--- src/rtl/fetch_unit_pkg.sv ---
// Shared definitions for the instruction fetch front end: FSM states, default widths,
// the reset vector and the FIFO entry layout.
package fetch_unit_pkg;

    typedef enum logic [1:0] {
        IDLE,
        REQ,
        FLUSH
    } fetchState_t;

    localparam int DefaultAddressWidth     = 64;
    localparam int DefaultInstructionWidth = 32;
    localparam int DefaultPidSize          = 20;
    localparam int DefaultTidSize          = 16;
    localparam logic [63:0] ResetVector    = 64'h100;

    // A buffered entry is packed MSB-first as {instruction, address, is64Bit, pid, tid}.
    function automatic int entryWidth(input int iw, input int aw, input int pw, input int tw);
        return iw + aw + 1 + pw + tw;
    endfunction

endpackage

--- src/rtl/fetch_fifo.sv ---
// Small synchronous FIFO with clear; depth must be a power of two so pointers wrap naturally.
module fetch_fifo #(
    parameter int depth = 4,
    parameter int width = 8
) (
    input  logic                     clock,
    input  logic                     resetN,
    input  logic                     push,
    input  logic                     pop,
    input  logic                     clear,
    input  logic [width-1:0]         pushData,
    output logic [width-1:0]         popData,
    output logic                     full,
    output logic                     empty,
    output logic [$clog2(depth):0]   count
);
    localparam int PtrW = $clog2(depth);
    localparam int CntW = PtrW + 1;

    logic [width-1:0] storage [depth];
    logic [PtrW-1:0]  readPtr;
    logic [PtrW-1:0]  writePtr;
    logic             doPush;
    logic             doPop;

    always_comb begin
        full    = (count == CntW'(depth));
        empty   = (count == '0);
        doPush  = push && !full;
        doPop   = pop && !empty;
        popData = storage[readPtr];
    end

    always_ff @(posedge clock or negedge resetN) begin
        if (!resetN) begin
            readPtr  <= '0;
            writePtr <= '0;
            count    <= '0;
        end else if (clear) begin
            readPtr  <= '0;
            writePtr <= '0;
            count    <= '0;
        end else begin
            if (doPush) writePtr <= writePtr + PtrW'(1);
            if (doPop)  readPtr  <= readPtr + PtrW'(1);
            count <= count + CntW'(doPush) - CntW'(doPop);
        end
    end

    always_ff @(posedge clock) begin
        if (doPush && !clear) storage[writePtr] <= pushData;
    end

endmodule

--- src/rtl/fetch_unit.sv ---
// Instruction fetch front end: PC, single-outstanding memory requests, entry FIFO and decode output stage.
// Optional build macro FETCH_PERF_EN adds saturating delivered-instruction and stalled-valid counters.
module fetch_unit
    import fetch_unit_pkg::*;
#(
    parameter int addressWidth            = DefaultAddressWidth,
    parameter int instructionWidth        = DefaultInstructionWidth,
    parameter int PidSize                 = DefaultPidSize,
    parameter int TidSize                 = DefaultTidSize,
    parameter int instructionCounterWidth = 64,
    parameter int fifoDepth               = 4,
    parameter logic [addressWidth-1:0] resetAddress = addressWidth'(ResetVector)
) (
    input  logic                               clock_i,
    input  logic                               reset_i,
    input  logic                               enable_i,
    input  logic                               stall_i,
    input  logic                               is64Bit_i,
    input  logic [PidSize-1:0]                 pid_i,
    input  logic [TidSize-1:0]                 tid_i,
    input  logic                               redirect_i,
    input  logic [addressWidth-1:0]            redirectAddress_i,
    output logic                               memReq_o,
    output logic [addressWidth-1:0]            memAddress_o,
    input  logic                               memAck_i,
    input  logic [instructionWidth-1:0]        memData_i,
    output logic                               enable_o,
    output logic [instructionWidth-1:0]        instruction_o,
    output logic [addressWidth-1:0]            instructionAddress_o,
    output logic                               is64Bit_o,
    output logic [PidSize-1:0]                 instructionPid_o,
    output logic [TidSize-1:0]                 instructionTid_o,
    output logic [instructionCounterWidth-1:0] instructionMajId_o
`ifdef FETCH_PERF_EN
    ,
    output logic [31:0]                        issuedCount_o,
    output logic [31:0]                        stallCycles_o
`endif
);
    localparam int EntryW = entryWidth(instructionWidth, addressWidth, PidSize, TidSize);
    localparam int CountW = $clog2(fifoDepth) + 1;
    localparam logic [CountW-1:0] DepthCount = CountW'(fifoDepth);
    localparam logic [addressWidth-1:0] Low32Mask = addressWidth'(64'hFFFF_FFFF);

    typedef struct packed {
        logic [instructionWidth-1:0] instruction;
        logic [addressWidth-1:0]     address;
        logic                        is64Bit;
        logic [PidSize-1:0]          pid;
        logic [TidSize-1:0]          tid;
    } fifoEntry_t;

    fetchState_t             state;
    fetchState_t             nextState;
    logic [addressWidth-1:0] pc;
    logic [addressWidth-1:0] pcAfterAck;
    logic [addressWidth-1:0] launchAddress;
    logic                    reqIs64;
    logic [PidSize-1:0]      reqPid;
    logic [TidSize-1:0]      reqTid;
    logic                    fifoPush;
    logic                    fifoPop;
    logic                    fifoFull;
    logic                    fifoEmpty;
    logic [CountW-1:0]       fifoCount;
    logic [CountW-1:0]       countAfter;
    logic                    launch;
    logic [EntryW-1:0]       pushWord;
    logic [EntryW-1:0]       headWord;
    fifoEntry_t              head;
    logic [instructionCounterWidth-1:0] majCounter;

    // 32-bit mode wraps the sequential PC inside the low 4 GiB.
    function automatic logic [addressWidth-1:0] incPc(input logic [addressWidth-1:0] a, input logic wide);
        logic [addressWidth-1:0] sum;
        sum = a + addressWidth'(4);
        return wide ? sum : (sum & Low32Mask);
    endfunction

    always_comb begin
        pcAfterAck    = incPc(memAddress_o, reqIs64);
        fifoPush      = (state == REQ) && memAck_i && !redirect_i && !fifoFull;
        fifoPop       = !stall_i && !redirect_i && !fifoEmpty;
        countAfter    = fifoCount + CountW'(fifoPush) - CountW'(fifoPop);
        pushWord      = {memData_i, memAddress_o, reqIs64, reqPid, reqTid};
        head          = fifoEntry_t'(headWord);
        launch        = 1'b0;
        launchAddress = pc;
        // A new request needs a free slot even after the outstanding one lands.
        if (!redirect_i) begin
            if (state == IDLE && enable_i && fifoCount < DepthCount) begin
                launch = 1'b1;
            end else if (state == REQ && memAck_i && enable_i && countAfter < DepthCount) begin
                launch        = 1'b1;
                launchAddress = pcAfterAck;
            end
        end
    end

    always_ff @(posedge clock_i or negedge reset_i) begin
        if (!reset_i) state <= IDLE;
        else          state <= nextState;
    end

    always_comb begin
        nextState = state;
        case (state)
            IDLE:    if (launch) nextState = REQ;
            REQ: begin
                if (redirect_i)    nextState = memAck_i ? IDLE : FLUSH;
                else if (memAck_i) nextState = launch ? REQ : IDLE;
            end
            FLUSH:   if (memAck_i) nextState = IDLE;
            default: nextState = IDLE;
        endcase
    end

    always_comb begin
        memReq_o = (state != IDLE);
    end

    always_ff @(posedge clock_i or negedge reset_i) begin
        if (!reset_i) begin
            pc           <= resetAddress;
            memAddress_o <= '0;
            reqIs64      <= 1'b0;
            reqPid       <= '0;
            reqTid       <= '0;
        end else begin
            if (redirect_i)    pc <= redirectAddress_i & ~addressWidth'(3);
            else if (fifoPush) pc <= pcAfterAck;
            if (launch) begin
                memAddress_o <= launchAddress;
                reqIs64      <= is64Bit_i;
                reqPid       <= pid_i;
                reqTid       <= tid_i;
            end
        end
    end

    fetch_fifo #(
        .depth (fifoDepth),
        .width (EntryW)
    ) entryFifo (
        .clock    (clock_i),
        .resetN   (reset_i),
        .push     (fifoPush),
        .pop      (fifoPop),
        .clear    (redirect_i),
        .pushData (pushWord),
        .popData  (headWord),
        .full     (fifoFull),
        .empty    (fifoEmpty),
        .count    (fifoCount)
    );

    // The major counter only restarts on reset so IDs stay unique across redirects.
    always_ff @(posedge clock_i or negedge reset_i) begin
        if (!reset_i) begin
            enable_o             <= 1'b0;
            instruction_o        <= '0;
            instructionAddress_o <= '0;
            is64Bit_o            <= 1'b0;
            instructionPid_o     <= '0;
            instructionTid_o     <= '0;
            instructionMajId_o   <= '0;
            majCounter           <= '0;
        end else if (redirect_i) begin
            enable_o <= 1'b0;
        end else if (!stall_i) begin
            enable_o <= fifoPop;
            if (fifoPop) begin
                instruction_o        <= head.instruction;
                instructionAddress_o <= head.address;
                is64Bit_o            <= head.is64Bit;
                instructionPid_o     <= head.pid;
                instructionTid_o     <= head.tid;
                instructionMajId_o   <= majCounter;
                majCounter           <= majCounter + instructionCounterWidth'(1);
            end
        end
    end

`ifdef FETCH_PERF_EN
    always_ff @(posedge clock_i or negedge reset_i) begin
        if (!reset_i) begin
            issuedCount_o <= '0;
            stallCycles_o <= '0;
        end else begin
            if (fifoPop && issuedCount_o != '1)               issuedCount_o <= issuedCount_o + 32'd1;
            if (stall_i && enable_o && stallCycles_o != '1)   stallCycles_o <= stallCycles_o + 32'd1;
        end
    end
`endif

endmodule
--- config.mk ---
export PLATFORM = sky130hd
export DESIGN_NAME = fetch_unit
export DESIGN_NICKNAME = d
export VERILOG_FILES = /design/src/rtl/fetch_unit_pkg.sv /design/src/rtl/fetch_fifo.sv /design/src/rtl/fetch_unit.sv
export SDC_FILE = /design/constraint.sdc
export NUM_CORES = 1
export LEC_CHECK = 0
export ABC_AREA = 1
export CAP_MARGIN = 10
export CORE_MARGIN = 3
export CORE_UTILIZATION = 55
export CTS_CLUSTER_SIZE = 14
export DETAILED_ROUTE_END_ITERATION = 10
export HOLD_SLACK_MARGIN = 0.06
export PLACE_DENSITY_LB_ADDON = 0.15
export SYNTH_ARGS = -nofsm -noshare
export SYNTH_HDL_FRONTEND = slang
export SYNTH_HIERARCHICAL = 1
export SYNTH_SLANG_ARGS = --single-unit
export TNS_END_PERCENT = 30
--- constraint.sdc ---
create_clock -name clock_i -period 13 [get_ports clock_i]
set_clock_uncertainty 0.2 [all_clocks]
set_input_delay 3.9 -clock clock_i [delete_from_list [all_inputs] [get_ports clock_i]]
set_output_delay 3.9 -clock clock_i [all_outputs]
set_load 0.01 [all_outputs]
# Word-level counts from Yosys, hierarchy flattened
# Memories as Yosys holds them, arrays and structs flattened. A register that Yosys moved wholly into a read port is not among the register bits.
# Index checks and enable logic that the tools add are counted.
[classes] addsub=8 magnitude_cmp=2 n_eq_ne=7 n_mux=25 n_bitwise=2 reduce_logical=25
[op_table] operator="two-way mux 64 bit" count=6
[op_table] operator="adder 64 x 1 -> 64 bit, second input constant" count=1
[op_table] operator="adder 64 x 3 -> 64 bit, second input constant" count=1
[op_table] operator="two-way mux 2 bit" count=9
[op_table] operator="logical AND 1 bit" count=12
[op_table] operator="two-way mux 1 bit" count=8
[op_table] operator="nonzero test 2 bit" count=4
[op_table] operator="adder 3 x 1 -> 3 bit" count=2
[op_table] operator="< comparator 3 bit, second input constant" count=2
[op_table] operator="one-hot mux 2 bit (3 select lines)" count=1
[op_table] operator="AND reduction 3 bit" count=2
[op_table] operator="subtractor 3 x 1 -> 3 bit" count=2
[op_table] operator="zero test 1 bit" count=5
[op_table] operator="adder 2 x 1 -> 2 bit, second input constant" count=2
[op_table] operator="inequality test 2 bit, second input constant" count=2
[op_table] operator="equality test 3 bit, second input constant" count=1
[op_table] operator="zero test 3 bit" count=1
[op_table] operator="two-way mux 3 bit" count=1
[op_table] operator="inequality test 3 bit, second input constant" count=1
[op_table] operator="equality test 2 x 1 -> 1 bit, second input constant" count=1
[op_table] operator="equality test 2 bit, second input constant" count=1
[op_table] operator="zero test 2 bit" count=1
[op_table] operator="inequality test 2 x 1 -> 1 bit, second input constant" count=1
[op_table] operator="inverter 1 bit" count=2
[totals] ff_bits=303 ramBits=532 input_bits=139 out_inout_bits=263 word_cells=82 n_memories=1
[mem_list] name="entryFifo.storage" depth=4 word_bits=133 rd=1 rd_ports_with_merged_regs=1 wr=1 line="fetch_fifo.sv:20" rtl="logic [width-1:0] storage [depth];"

# Longest topological paths before layout
[logic_depth] word_depth=15 mapped_depth=18

# Hierarchy
# Netlist, hierarchy kept.
[modules_own_cells] module="fetch_unit" instances=1 cells_each=2694 area_per_inst_um2=20692.3 seq_area_each_um2=10736.5
[modules_own_cells] module="fetch_fifo" instances=1 cells_each=1350 area_per_inst_um2=20103.0 seq_area_each_um2=16150.5

# Worst setup path after synthesis
# Ideal clock, no wire load.
[synth_timing] kind="input port to flip-flop" startpoint="input redirect_i" endpoint="memory entryFifo/storage[0][0] (netlist name), enable pin" setup_time_ns=0.628 arrival_ns=10.439 slack_ns=1.733 path_stages=7 n_path_buf=2 path_cell_list="buf_6 > inv_2 > nand2_1 > nor2_1 > clkbuf_1 > nand3_1 > nor2_1"
[synth_via] elab_chain_cells=7
[synth_rtl] item="from (decl)" line="fetch_unit.sv:21" rtl="input logic redirect_i,"
[synth_rtl] item="zero test 1 bit" line="fetch_unit.sv:82" rtl="fifoPush = (state == REQ) && memAck_i && !redirect_i && !fifoFull;"
[synth_rtl] item="logical AND 1 bit (2 in a row)" line="fetch_unit.sv:82"
[synth_rtl] item="via fifoPush" line="fetch_unit.sv:61" rtl="logic fifoPush;"
[synth_rtl] item="logical AND 1 bit" line="fetch_fifo.sv:29" rtl="doPush = push && !full;"
[synth_rtl] item="logical AND 1 bit" line="fetch_fifo.sv:51" rtl="if (doPush && !clear) storage[writePtr] <= pushData;"
[synth_rtl] item="two-way mux 1 bit" line="fetch_fifo.sv:51"
[synth_rtl] item="two-way mux 1 bit (implied by the code)" line="fetch_fifo.sv:51"
[synth_rtl] item="to (decl)" line="fetch_fifo.sv:20"
# The timed path passes the listed nets, and every way through them passes these cells.

# Worst setup path in the final report
[layout_timing] startpoint="input redirect_i" endpoint="register majCounter[51]"
[layout_via] elab_chain_cells=4 word_cells_on_any_way=5
[layout_rtl] item="zero test 1 bit" line="fetch_unit.sv:83" rtl="fifoPop = !stall_i && !redirect_i && !fifoEmpty;"
[layout_rtl] item="logical AND 1 bit (2 in a row)" line="fetch_unit.sv:83"
[layout_rtl] item="AND reduction 3 bit (no source line) *"
[layout_rtl] item="to (signal assigned)" line="fetch_unit.sv:179" rtl="majCounter <= majCounter + instructionCounterWidth'(1);"
[layout_rtl] item="to (decl)" line="fetch_unit.sv:71" rtl="logic [instructionCounterWidth-1:0] majCounter;"
# Every way passes the cells marked *; elsewhere a longest branch is shown, timed or not.
# A chain may end at the register's enable or synchronous reset.

==> summary.txt <==
Synthesis
  • Post-synthesis sequential area ratio: around two thirds
  • Summed instance area of the synthesized netlist: 0.0408 mm²
  • Number of flops mapped to enable cells by yosys: around 530
  • Dominant register cell in the synthesized netlist: sky130_fd_sc_hd__edfxtp_1
  • Number of warning messages in the yosys log: 6
  • Post-synth ARST share: roughly 45%
  • Post-synthesis cell count: 4044
  • Post-synthesis net count: approximately 4200
  • Flip-flop and latch count after synthesis: 968
  • Cell variety after synth: 42
  • Post-synthesis area per instance: about 10 µm²

STA
  • Relative max-transition margin: around 26%
  • Hold Vio Cnt, Final: 0
  • Maximum operating frequency: ~130 MHz
  • Final setup violation count: 0
  • RSZ-0062 raised after global routing: false
  • Worst Max-Slew Pin Slew: between 1000 and 1500 ps
  • Final setup TNS: 0 ps
  • Final critical-path setup slack: ~5300 ps
  • Share of the clock period used by the worst path after layout: between 50% and 60%
  • Max Slew Vio Count: 0
  • Min Tclk post-route: between 7000 and 8000 ps

Placed design
  • Buffers on Ports: around 400
  • Total placed instance area: 0.0454 mm²
  • HPWL after detailed placement: 68500 µm
  • Routability cong.: between 0.9 and 1
  • Placement-stage worst setup slack: 4570 ps

Route
  • Detailed Route WL: ~110000 µm
  • DRT iter0 DRCs: approximately 2700
  • Via count: 30114
  • Post-detailed-route via-to-cell ratio: 5.53
  • Count of nets left with antenna violations after detail routing: 0
  • Pre-Repair DR Iteration Count: 6
  • Remaining design rule violation count: 0
  • DR WL/cell: 20.1 µm

Floorplanning
  • Vertical die dimension: about 280 µm
  • Horiz. Die Dim: 278 µm
  • Area enclosed by the die boundary: between 0.07 and 0.08 mm²
  • Initial core utilization: 55.7%
  • Placeable core area: 0.0732 mm²
  • Count of standard-cell rows: just under 100
  • Number of placed I/O pins: 402

Clock network
  • Clock latency at the later pin of the worst-skew pair: between 600 and 700 ps
  • CTS clock-pin slew for the worst setup and hold paths: about 60 ps
  • Level count of the clock H-tree: 3
  • Resized cells post-CTS: 0
  • Maximum buffer depth of the clock tree: 3
  • CTS tree: yes
  • Clock buffers created by TritonCTS: 98
  • Number of clock sinks: approximately 970
  • Number of hold-repair buffers added at the cts stage: 0
  • Clock root buffer: sky130_fd_sc_hd__clkbuf_16
  • # Post-CTS Setup Buffers: 0

Final layout
  • Post-layout net count: approximately 4500
  • Share of cells above drive strength 1: under 10%
  • # fillers: approximately 5700
  • Layout Utilization: between 60% and 70%
  • Synth-to-Final Area Change: 19.9%
  • Multi-input gate area: around 0.012 mm²
  • Leading cell types in the layout, fill and taps excluded: 1191 x sky130_fd_sc_hd__nand2_1, 532 x sky130_fd_sc_hd__edfxtp_1, 458 x sky130_fd_sc_hd__nor2_1
  • Register cell area after layout: about 0.027 mm²
  • Post-route standard cell area excluding fillers: approximately 0.049 mm²
  • Commonest non-fill, non-tap cell in the layout: sky130_fd_sc_hd__nand2_1

Global route
  • Global-route usage over all layers: between 20 and 30%
  • Via count of the first global-routing pass: about 29000
  • Pin count of the biggest net entering global routing: 178
  • Wire length of the first global-routing pass: ~170000 µm
  • Number of antenna violations at the first check in global routing: 4
  • Grt total ovfl: 0

Power
  • Power consumption: roughly 8.6 mW
  • Pwr/cell area: 175 mW/mm²
  • Worst voltage drop across the vdd grid: approximately 0.00011 V
  • Leakage power summed over all cells: about 20 nW

Critical path
  • Worst EP arrival: ~8100 ps
  • Category of the worst setup path capture point: flop
  • Maximum fanout along the worst path: roughly 140
  • Endpoint required time on the critical path: roughly 13000 ps
  • Category of the critical setup timing path: in -> reg
  • Category of the worst setup path launch point: input port

Outcome
  • Status: finished, final reports clean

Hold path
  • Type of the tightest min-delay check: reg -> reg

Job
  • Reported max-cap violation count: 0
==> sequential cells by signal, indices dropped and copies added (netlist names), 20 cells and up <==
signal,flops
entryFifo/storage,532
instructionAddress_o,64
instructionMajId_o,64
majCounter,64
memAddress_o,64
pc,64
instruction_o,32
instructionPid_o,20
reqPid,20
==> where the power goes <==
part	switching, mW	leakage [nW]	internal [mW]	total [mW]
clock	1.19	1.68	1.76	2.95
sequential	0.414	10.3	3.70	4.12
combinational	0.752	8.02	0.731	1.48
total	2.35	20.0	6.20	8.55
==> metal layers <==
layer	up-vias	track usage, %	wire length (µm)
met2	1067	46.3	52400
met1	14583	38.3	45600
li1	14270	-	-
met3	192	5.13	8010
met5	-	0	13
met4	2	9.58	3600
==> worst paths after layout <==
check	start	endpoint	slack (ps)	depth (start not counted)
max reg2reg	entryFifo/count[1]$_DFF_PN0_	majCounter[51]$_DFFE_PN0P_	8350	13
min in group asynchronous	reset_i	instruction_o[17]$_DFFE_PN0P_	3040	1
min reg2reg	instruction_o[8]$_DFFE_PN0P_	instruction_o[8]$_DFFE_PN0P_	280	2
min	instruction_o[8]$_DFFE_PN0P_	instruction_o[8]$_DFFE_PN0P_	280	2
max	redirect_i	majCounter[51]$_DFFE_PN0P_	5250	12
max in group asynchronous	reset_i	instructionAddress_o[40]$_DFFE_PN0P_	7270	3
==> logic make-up (layout without fill, tap and decap cells) <==
logic type	after synthesis	in the layout	synth area share (%)
and+or+nand+nor	1940	1940	19.2
AOI/OAI and AO/OA	604	604	8.27
other	0	6	0
xor gates and xnor gates	81	81	1.74
buffers and inverters	441	874	4.60
DFF	968	968	65.9
adders and majority gates	10	10	0.325
==> stage by stage <==
stage | hold slack [ps] | instances
final | 275 | 5442
after global routing | 294 | 5438
after CTS | 280 | 5436
after detailed placement | 264 | 5250
after global placement | 258 | 5250
after floorplan | 242 | 4044
==> worst max-delay path: stages <==
cell                      delay, ps
sky130_fd_sc_hd__buf_2          100
sky130_fd_sc_hd__buf_4          330
sky130_fd_sc_hd__nor2_4         280
sky130_fd_sc_hd__nand2_8        470
sky130_fd_sc_hd__inv_6          870
sky130_fd_sc_hd__buf_4          630
sky130_fd_sc_hd__nand3_2        220
sky130_fd_sc_hd__nor2_1         360
sky130_fd_sc_hd__nand4_1        260
sky130_fd_sc_hd__nor2_1         300
sky130_fd_sc_hd__nand2_1        110
sky130_fd_sc_hd__xor2_1         150
==> cells in the mapped netlist (all sizes together) (50+ instances only) <==
library cell / n / area [µm²]
dfrtp: 435 / 10900
nand2: 1197 / 4510
inv: 248 / 936
buf: 83 / 521
xor2: 61 / 534
nor2: 472 / 1820
nand4: 50 / 328
nand3: 147 / 756
nor3: 59 / 305
edfxtp: 532 / 16000
clkbuf: 107 / 409
o22ai: 133 / 832
o21ai: 407 / 2040
==> area by class of cell <==
type,count,share of cell area (%)
sequential,968,55.0
tap,959,2.45
clock buffer,134,5.75
clock inverter,52,1.33
multi-input combinational,2635,24.7
inverter,251,1.96
timing repair buffer,437,8.80
antenna,6,0.0307
(Power assumes the default switching activity.)
